<file path="src/rtl/arb_mux_n.sv">
// N-way registered selector with a one-entry valid/ready output stage.
// Direct mode picks the channel named by i_sel; round-robin mode rotates among valid requesters.
module arb_mux_n #(
    parameter int WIDTH  = 32,
    parameter int NUM_IN = 7,
    parameter int SEL_W  = 4
) (
    input  logic                    clk,
    input  logic                    rst,
    input  logic [NUM_IN*WIDTH-1:0] i_data,
    input  logic [NUM_IN-1:0]       i_valid,
    output logic [NUM_IN-1:0]       o_ready,
    input  logic [SEL_W-1:0]        i_sel,
    input  logic                    i_rr_en,
    output logic [WIDTH-1:0]        o_data,
    output logic                    o_valid,
    input  logic                    i_ready,
    output logic [SEL_W-1:0]        o_ch,
    output logic                    o_sel_oor
);

    localparam logic [SEL_W:0]   NUM_IN_L = (SEL_W+1)'(NUM_IN);
    localparam logic [SEL_W-1:0] PTR_RST  = SEL_W'(NUM_IN - 1);

    logic [WIDTH-1:0]  data_q, data_d;
    logic              valid_q, valid_d;
    logic [SEL_W-1:0]  ch_q, ch_d;
    logic              oor_q, oor_d;
    logic [SEL_W-1:0]  ptr_q, ptr_d;

    logic              can_load;
    logic              sel_oor;
    logic [SEL_W-1:0]  ch_dir;
    logic              rr_hi_found, rr_lo_found;
    logic [SEL_W-1:0]  rr_hi_idx, rr_lo_idx, rr_grant;
    logic [SEL_W-1:0]  sel_ch;
    logic              sel_en;
    logic [NUM_IN-1:0] sel_oh;
    logic [NUM_IN-1:0] ready_c;
    logic              load;
    logic [WIDTH-1:0]  data_mux;

    assign can_load = !valid_q || i_ready;
    assign sel_oor  = ({1'b0, i_sel} >= NUM_IN_L);
    assign ch_dir   = sel_oor ? '0 : i_sel;

    // Requesters above ptr win first; otherwise fall back to the lowest valid index (wrap).
    always_comb begin
        rr_hi_found = 1'b0;
        rr_hi_idx   = '0;
        rr_lo_found = 1'b0;
        rr_lo_idx   = '0;
        for (int k = NUM_IN - 1; k >= 0; k--) begin
            if (i_valid[k]) begin
                rr_lo_found = 1'b1;
                rr_lo_idx   = SEL_W'(k);
                if (SEL_W'(k) > ptr_q) begin
                    rr_hi_found = 1'b1;
                    rr_hi_idx   = SEL_W'(k);
                end
            end
        end
    end

    assign rr_grant = rr_hi_found ? rr_hi_idx : rr_lo_idx;
    assign sel_ch   = i_rr_en ? rr_grant : ch_dir;
    assign sel_en   = i_rr_en ? rr_lo_found : 1'b1;

    always_comb begin
        sel_oh   = '0;
        data_mux = '0;
        for (int k = 0; k < NUM_IN; k++) begin
            if (sel_en && (SEL_W'(k) == sel_ch)) begin
                sel_oh[k] = 1'b1;
                data_mux  = i_data[k*WIDTH +: WIDTH];
            end
        end
    end

    assign ready_c = (!rst && can_load) ? sel_oh : '0;
    assign load    = |(ready_c & i_valid);
    assign o_ready = ready_c;

    always_comb begin
        data_d  = data_q;
        valid_d = valid_q;
        ch_d    = ch_q;
        oor_d   = oor_q;
        ptr_d   = ptr_q;
        if (load) begin
            data_d  = data_mux;
            valid_d = 1'b1;
            ch_d    = sel_ch;
            oor_d   = !i_rr_en && sel_oor;
            if (i_rr_en) begin
                ptr_d = rr_grant;
            end
        end else if (i_ready) begin
            valid_d = 1'b0;
        end
    end

    always_ff @(posedge clk) begin
        if (rst) begin
            data_q  <= '0;
            valid_q <= 1'b0;
            ch_q    <= '0;
            oor_q   <= 1'b0;
            ptr_q   <= PTR_RST;
        end else begin
            data_q  <= data_d;
            valid_q <= valid_d;
            ch_q    <= ch_d;
            oor_q   <= oor_d;
            ptr_q   <= ptr_d;
        end
    end

    assign o_data    = data_q;
    assign o_valid   = valid_q;
    assign o_ch      = ch_q;
    assign o_sel_oor = oor_q;

endmodule

</file>
<file path="config.mk">
export PLATFORM = sky130hd
export DESIGN_NAME = arb_mux_n
export DESIGN_NICKNAME = d
export VERILOG_FILES = /design/src/rtl/arb_mux_n.sv
export SDC_FILE = /design/constraint.sdc
export NUM_CORES = 1
export LEC_CHECK = 0
export CAP_MARGIN = 30
export CORE_UTILIZATION = 29
export DETAILED_ROUTE_END_ITERATION = 8
export MAX_ROUTING_LAYER = met4
export PLACE_DENSITY = 0.71
export RECOVER_POWER = 100
export SYNTH_ARGS = -nofsm -noshare
export SYNTH_HDL_FRONTEND = slang
export SYNTH_SLANG_ARGS = --single-unit
</file>
<file path="constraint.sdc">
create_clock -name clk -period 6.8 [get_ports clk]
set_input_delay 1.02 -clock clk [delete_from_list [all_inputs] [get_ports clk]]
set_output_delay 1.02 -clock clk [all_outputs]
set_load 0.01 [all_outputs]
</file>
After elaboration in Yosys (flattened, before gate mapping)
Cells that the tools add are included.
- reductions and logical operators: 17
- magnitude comparators: 8
- mux-type cells: 63
- equal/unequal tests: 6
- bitwise logic cells: 1
- operators with widths (cell ; number):
    $mux 32 ; 7
    $mux 4 ; 21
    $mux 1 ; 31
    $eq 3x4->1 const A ; 3
    $gt 3x4->1 const A ; 3
    $logic_and 1x1->1 ; 9
    $mux 3 ; 3
    $eq 2x4->1 const A ; 2
    $gt 1x4->1 const A ; 2
    $gt 2x4->1 const A ; 2
    $and 7x7->7 ; 1
    $mux 7 ; 1
    $reduce_or 7->1 ; 1
    $eq 1x4->1 const A ; 1
    $ge 4x3->1 const B ; 1
    $logic_not 4->1 ; 1
    $logic_not 1->1 ; 3
    $reduce_and 2->1 ; 1
    $reduce_bool 2->1 ; 1
    $logic_or 1x1->1 ; 1
- output and inout bits: 45
- word-level logic and storage cells: 100
- input bits: 239
- register bits after elaboration: 42

Logic depth before layout (Yosys ltp)
Gate-level depths: netlist of run 1.
- depth in word-level cells: 26
- depth in mapped cells: 12
- gate-level depth less buffers: 8

Worst setup path after synthesis of run 1
Ideal clock, no wire load.
- kind: input to output
- start: input i_valid[3]
- end: output o_ready[4]
- slack: 3.137 ns
- required time: 5.780 ns
- data arrival time: 2.643 ns
- cell stages on the path: 10
- buffers on the path: 4
- path through: buf_4 a21bo_1 or2_1 nand4_1 o211a_1 buf_4 buf_2 buf_2 nand3_1 nor2_1
- word-level cells in the longest chain between the ends: 13
- elaborated cells on any way between the ends: 29
- those cells by class: eq/ne (1); mux (27); reduce/logical (1)
- RTL lines (item ; line ; RTL):
    start, declared ; 11 ; input logic [NUM_IN-1:0] i_valid,
    $mux 4 or $mux 1 (tied branches) ; 54 ; if (i_valid[k]) begin
    $mux 4 or $mux 1 (tied branches) ; 57 ; if (SEL_W'(k) > ptr_q) begin
    $mux 4 or $mux 1 (tied branches) ; 54 ;
    $mux 4 or $mux 1 (tied branches) ; 57 ;
    $mux 4 or $mux 1 (tied branches) ; 54 ;
    $mux 4 or $mux 1 (tied branches) ; 57 ;
    $mux 4 or $mux 1 (tied branches) ; 54 ;
    $mux 4 ; 65 ; assign rr_grant = rr_hi_found ? rr_hi_idx : rr_lo_idx;
    $mux 4 ; 66 ; assign sel_ch = i_rr_en ? rr_grant : ch_dir;
    $eq 3x4->1 ; 73 ; if (sel_en && (SEL_W'(k) == sel_ch)) begin
    $logic_and 1x1->1 (*) ; 73 ;
    $mux 1 (*) ; 73 ;
    $mux 7 (*) ; 80 ; assign ready_c = (!rst && can_load) ? sel_oh : '0;
    end, declared ; 12 ; output logic [NUM_IN-1:0] o_ready,
Mark *: on every way between the ends. The rest lies on a longest branch, timed or not.

Final worst setup path of run 1
- start: input i_valid[3]
- end: output o_ready[6]
The elaborated chain is that of the path after synthesis.

==> results of run 1 <==
## kinds of logic after synthesis
| logic type | count (synthesis) | synth area share |
|---|---|---|
| compound gates | 182 | 0.3899 |
| simple gates | 166 | 0.2044 |
| buf+inv | 55 | 0.08498 |
| flops | 41 | 0.2169 |
| mux | 39 | 0.1038 |
## power by group through the flow
stage,sequential [mW],combinational (mW),clock [mW]
2_1_floorplan,0.330,0.391,0
3_3_place_gp,0.318,0.716,0
3_5_place_dp,0.320,0.731,0
4_1_cts,0.315,0.734,0.286
5_1_grt,0.319,0.754,0.295
6_report,0.313,0.703,0.280
## state kept, by name (all words and copies together) (netlist names)
register	flops
ptr_q	3
o_ch	4
o_sel_oor	1
o_data	32
o_valid	1
## layer usage
layer | share of wire | vias up
met3 | 0.079 | 23
li1 | - | 2388
met1 | 0.40 | 2369
met2 | 0.50 | 256
met5 | 0 | -
met4 | 0.016 | 0
## worst paths after layout
| check | startpoint | endpoint | slack [ns] |
|---|---|---|---|
| min | o_ch[3] | o_ch[3] | 0.48 |
| max | i_valid[3] | o_ready[6] | 1.32 |
| max reg2reg | ptr_q[2] | o_data[29] | 2.48 |
| min reg2reg | o_ch[3] | o_ch[3] | 0.48 |
## through the flow
stage / total power [mW] / cell area, sq um / hold slack, ns
after global placement: 1.034 / 6623 / 0.4802
after detailed placement: 1.050 / 6665 / 0.4760
after CTS: 1.335 / 6842 / 0.4852
after global routing: 1.368 / 6800 / 0.4957
after floorplan: 0.7215 / 3784 / 0.5003
final: 1.296 / 6800 / 0.4792
## worst register-to-register path, stage by stage, from the launching register on
cell and delay [ns]:
dfxtp_1 0.45, or4_4 0.64, nand2_1 0.13, o211a_1 0.69, buf_4 0.43, o211ai_1 0.20
a31oi_4 0.17, or2_1 1.13, a311oi_1 0.27
## cells in the final DEF (no fill, tap or decap), types with 23 or more instances in the layout
cell type	instances
nand2_1	68
nor3_1	41
a2bb2oi_1	29
a21oi_1	39
clkdlybuf4s50_1	237
a221oi_1	29
a311oi_1	23
mux2i_1	37
dfxtp_1	41
dlygate4sd3_1	45
## Yosys cell counts (4+ instances only)
library cell	instances
nor2b_1	6
mux2i_1	37
o211ai_1	4
buf_4	11
clkbuf_1	20
o21a_1	7
buf_2	11
a21oi_1	39
buf_6	8
inv_1	4
a311oi_2	14
o21ai_0	10
nor2_1	20
nand2_1	68
nand2b_1	5
nand3_1	10
a2bb2oi_1	29
nor3_1	41
a311oi_1	15
dfxtp_1	41
a221oi_1	29
## layout make-up
type                    count  area (sq um)
multi-input cells         387          2616
diodes                      1         2.502
fillers                  1216          5871
well taps                 172         215.2
clock buffers               6         138.9
repair buffers            295          2954
clock inverters             2         37.54
flip-flops and latches     41         820.8
inverters                   4         15.01
==> results.ini, run 1 <==
[sta]
setup_viol = 0
setup_ws_ns = 1.316
rsz0062_at_grt = no
tns_ns = 0
slew_violations = 36
fin_crit_ns = 5.484
fmax_mhz = 182.4
fin_skew_ns = 0.003652
hold_viol = 0
slew_headroom = -0.004209
worst_pin_slew_ns = 1.506
min_period_over_period = 0.8064

[global_route]
grt_pass1_wl_um = 26160
grt_util_met3 = 0.05189
grt_util_met2 = 0.4659
grt.busiest_layer = met2
grt_use_total = 0.2626
use_met1 = 0.3046
grt_max_degree = 44
grt_pass1_vias = 4897
grt_remaining_overflow = 0
antenna_found_initial = 1

[final_layout]
stdcell_count = 908
final_core_util = 0.5367
area_growth_pct = 79.73
finalNetCount = 973
drive_gt1_frac = 0.05578

[floorplan]
die_area_sq_um = 13510
io_pins = 284
rows = 41
fp.dieH_um = 116.2
dieWidth_um = 116.2
start_util = 0.2986
core_area_sq_um = 12670

[logic_synthesis]
async_flop_share = 0
yosys.area.top_type_share = 0.2169
synth_area_sq_um = 3784
synthCells = 483
syn-num-nets = 722
synth_edf_count = 0
yosysUniqueCellTypes = 55
synth_area_leaders = dfxtp_1, mux2i_1, nand2_1
yosysWarnings = 0
ys_ff_latch = 41
seq_area_frac_synth = 0.2169
yosysTopAreaCell = dfxtp_1
avgSynthCellArea_sq_um = 7.834
synth_ff_type = dfxtp_1

[worst_setup_path]
crit_path_start_kind = primary input
cp.depth = 8
path_buf_inv = 3
cpLargestDelayFamily = buffers and inverters
r2r_cells = 8
crit_arrival_ns = 4.46
slowest_stage = clkbuf_1
slowest_delay_ns = 0.99
critPathKind = in2out
worstSetupEndpointType = output port
crit_path_frequent_cell = a21oi_1
path_cells = dlygate4sd3_1 -> a21bo_1 -> a21oi_1 -> a21oi_1 -> o211ai_1 -> clkbuf_1 -> and3_1 -> clkdlybuf4s50_1
cp_max_fo = 24
required_ns = 5.78

[routing]
vias = 5036
post_drt_wl_per_cell_um = 20.03
detail-route-antenna-nets = 0
vias_per_cell = 5.546
firstDrtPassIters = 5
drc = 0
wl_um = 18180
drtIter0Drc = 371

[cts]
cts_setup_buffers = 0
cts_resized = 0
clock-sinks = 41
cts-root-buf = clkbuf_16
clk_pin_slew_ns = 0.06
cts_buffer_depth = 2
cts_buffers = 5
cts_tree = yes
cts-htree-levels = 2
holdBufCountCts = 0
clk_latency_ns = 0.28

[placement]
place_hpwl_um = 13880
portBuffers = 283
dpl.cell_count = 898
gp_congestion = 0.8854
place_ws_ns = 1.856

[min_path]
holdPathStages = 1
hp-class = reg2reg

[power]
clockPowerShare = 0.216
power.internal_mw = 0.8237
p_switching_mw = 0.4719
peakVddDrop_mv = 0.1022
combPwrFrac = 0.542
p_seq_frac = 0.241
power_density_nw_per_um2 = 190.5
power.leakage_nw = 2.551
swShare = 0.3643

[flow_run]
drv_cap = 1

[run_status]
violations = capacitance limit, slew limit
outcome = finished, violations left

Note: power is estimated with default switching activity, not from simulation.
==> run 2: changes to the inputs <==
clock period = 5.3 ns   (was 6.8 ns; I/O delays follow)
==> run 2 against run 1 <==
The flow now finishes without violations. Global-route usage is 0.11 points lower. Clock power grew 8.9%. Utilization shrank 0.40 points. Cell count unchanged. Critical endpoint is now o_ready[0]. First-iteration DRC count is 40% lower. Worst setup slack got worse by 0.72 ns. Sequential share of layout area increased by 0.089 points. Largest power group unchanged. Die area unchanged. Via count up 0.91%. Wire length down 0.96%. Final area shrank 0.74%. Flip-flop and latch count did not move.
==> results.ini, run 2 (synthesis results as in run 1) <==
[run_status]
outcome = completed

[worst_setup_path]
crit_arrival_ns = 3.91
critPathKind = in2out
worstSetupEndpointType = output port
required_ns = 4.51
path_buf_inv = 3
slowest_stage = dlygate4sd3_1
crit_path_start_kind = primary input
path_cells = dlygate4sd3_1 -> a21bo_1 -> or2_0 -> nand4_1 -> o211ai_1 -> clkbuf_2 -> nor3_1 -> clkdlybuf4s50_1
cp_max_fo = 22
cpLargestDelayFamily = buffers and inverters
slowest_delay_ns = 0.74

[sta]
min_period_over_period = 0.8868
fin_skew_ns = 0.002815
fin_crit_ns = 4.700
slew_violations = 0
rsz0062_at_grt = no
worst_pin_slew_ns = 0.8524
setup_viol = 0
hold_viol = 0
tns_ns = 0
fmax_mhz = 212.8
slew_headroom = 0.4317

[placement]
place_hpwl_um = 14040
portBuffers = 283
placed_area_sq_um = 6673
gp_congestion = 0.8586

[routing]
firstDrtPassIters = 6
top_layer = met4
dr_wl_met2_um = 8815
drtIter0Drc = 222
drc = 0
vias = 5082
post_drt_wl_per_cell_um = 19.83
wl_met3_um = 1703
wl_um = 18010
wl_met1_um = 6895
detail-route-antenna-nets = 0
vias_per_cell = 5.597

[cts]
holdBufCountCts = 0
cts_setup_buffers = 0
clk_pin_slew_ns = 0.06
cts-root-buf = clkbuf_16
cts-htree-levels = 2
cts_buffer_depth = 2
clk_latency_ns = 0.28
clock-sinks = 41
cts_buffers = 5
cts_tree = yes
cts_resized = 0

[final_layout]
largest_register_ffs = 32
area_growth_pct = 78.41
stdcell_area_sq_um = 6750
finalNetCount = 975
antenna_cells = 0
final_common_cell = clkdlybuf4s50_1
layout_common_cells = clkdlybuf4s50_1, nand2_1, dlygate4sd3_1
drive_gt1_frac = 0.05435

[power]
peakVddDrop_mv = 0.1272
power_density_nw_per_um2 = 236.9
power.leakage_nw = 2.538

[global_route]
antenna_found_initial = 0
grt_pass1_vias = 5034
grt_use_total = 0.2616
grt_max_degree = 44
grt_remaining_overflow = 0
grt_pass1_wl_um = 26100

[floorplan]
io_pins = 284
fp.dieH_um = 116.2
dieWidth_um = 116.2
rows = 41
die_area_sq_um = 13510
start_util = 0.2986
core_area_sq_um = 12670

[flow_run]
drv_cap = 0

[min_path]
hp-class = reg2reg

[run 2: cell type report]
class / instances / area, sq um
Clock buffer: 6 / 138.9
Clock inverter: 1 / 7.507
Fill cell: 1195 / 5921
Inverter: 4 / 15.01
Multi-Input combinational cell: 387 / 2592
Sequential cell: 41 / 820.8
Tap cell: 172 / 215.2
Timing Repair Buffer: 297 / 2960
[run 2: per-stage QoR]
stage | util | hold WS [ns] | setup slack (ns) | power, mW | cells
6_report | 0.5327 | 0.4848 | 0.5999 | 1.599 | 908
3_3_place_gp | 0.5244 | 0.4710 | 0.9020 | 1.332 | 899
3_5_place_dp | 0.5266 | 0.4786 | 0.8294 | 1.344 | 900
4_1_cts | 0.5382 | 0.4932 | 0.8891 | 1.655 | 907
2_1_floorplan | - | 0.5003 | 2.087 | 0.9258 | 483
5_1_grt | 0.5327 | 0.4967 | 0.3548 | 1.696 | 908
[run 2: layer usage]
layer / up-vias / global-route usage
li1: 2388 / -
met1: 2361 / 0.2932
met2: 295 / 0.4536
met3: 38 / 0.05708
met4: 0 / 0.09658
met5: - / -
[run 2: final timing paths]
kind	startpoint	to	slack [ns]	depth (start not counted)
max	i_valid[3]	o_ready[0]	0.60	8
min	o_ch[3]	o_ch[3]	0.48	1
max reg2reg	ptr_q[2]	o_data[25]	1.36	8
min reg2reg	o_ch[3]	o_ch[3]	0.48	1
[run 2: power by group]
| part | switching [mW] | internal [mW] |
|---|---|---|
| combinational | 0.440 | 0.453 |
| sequential | 0.0361 | 0.365 |
| clock | 0.120 | 0.185 |
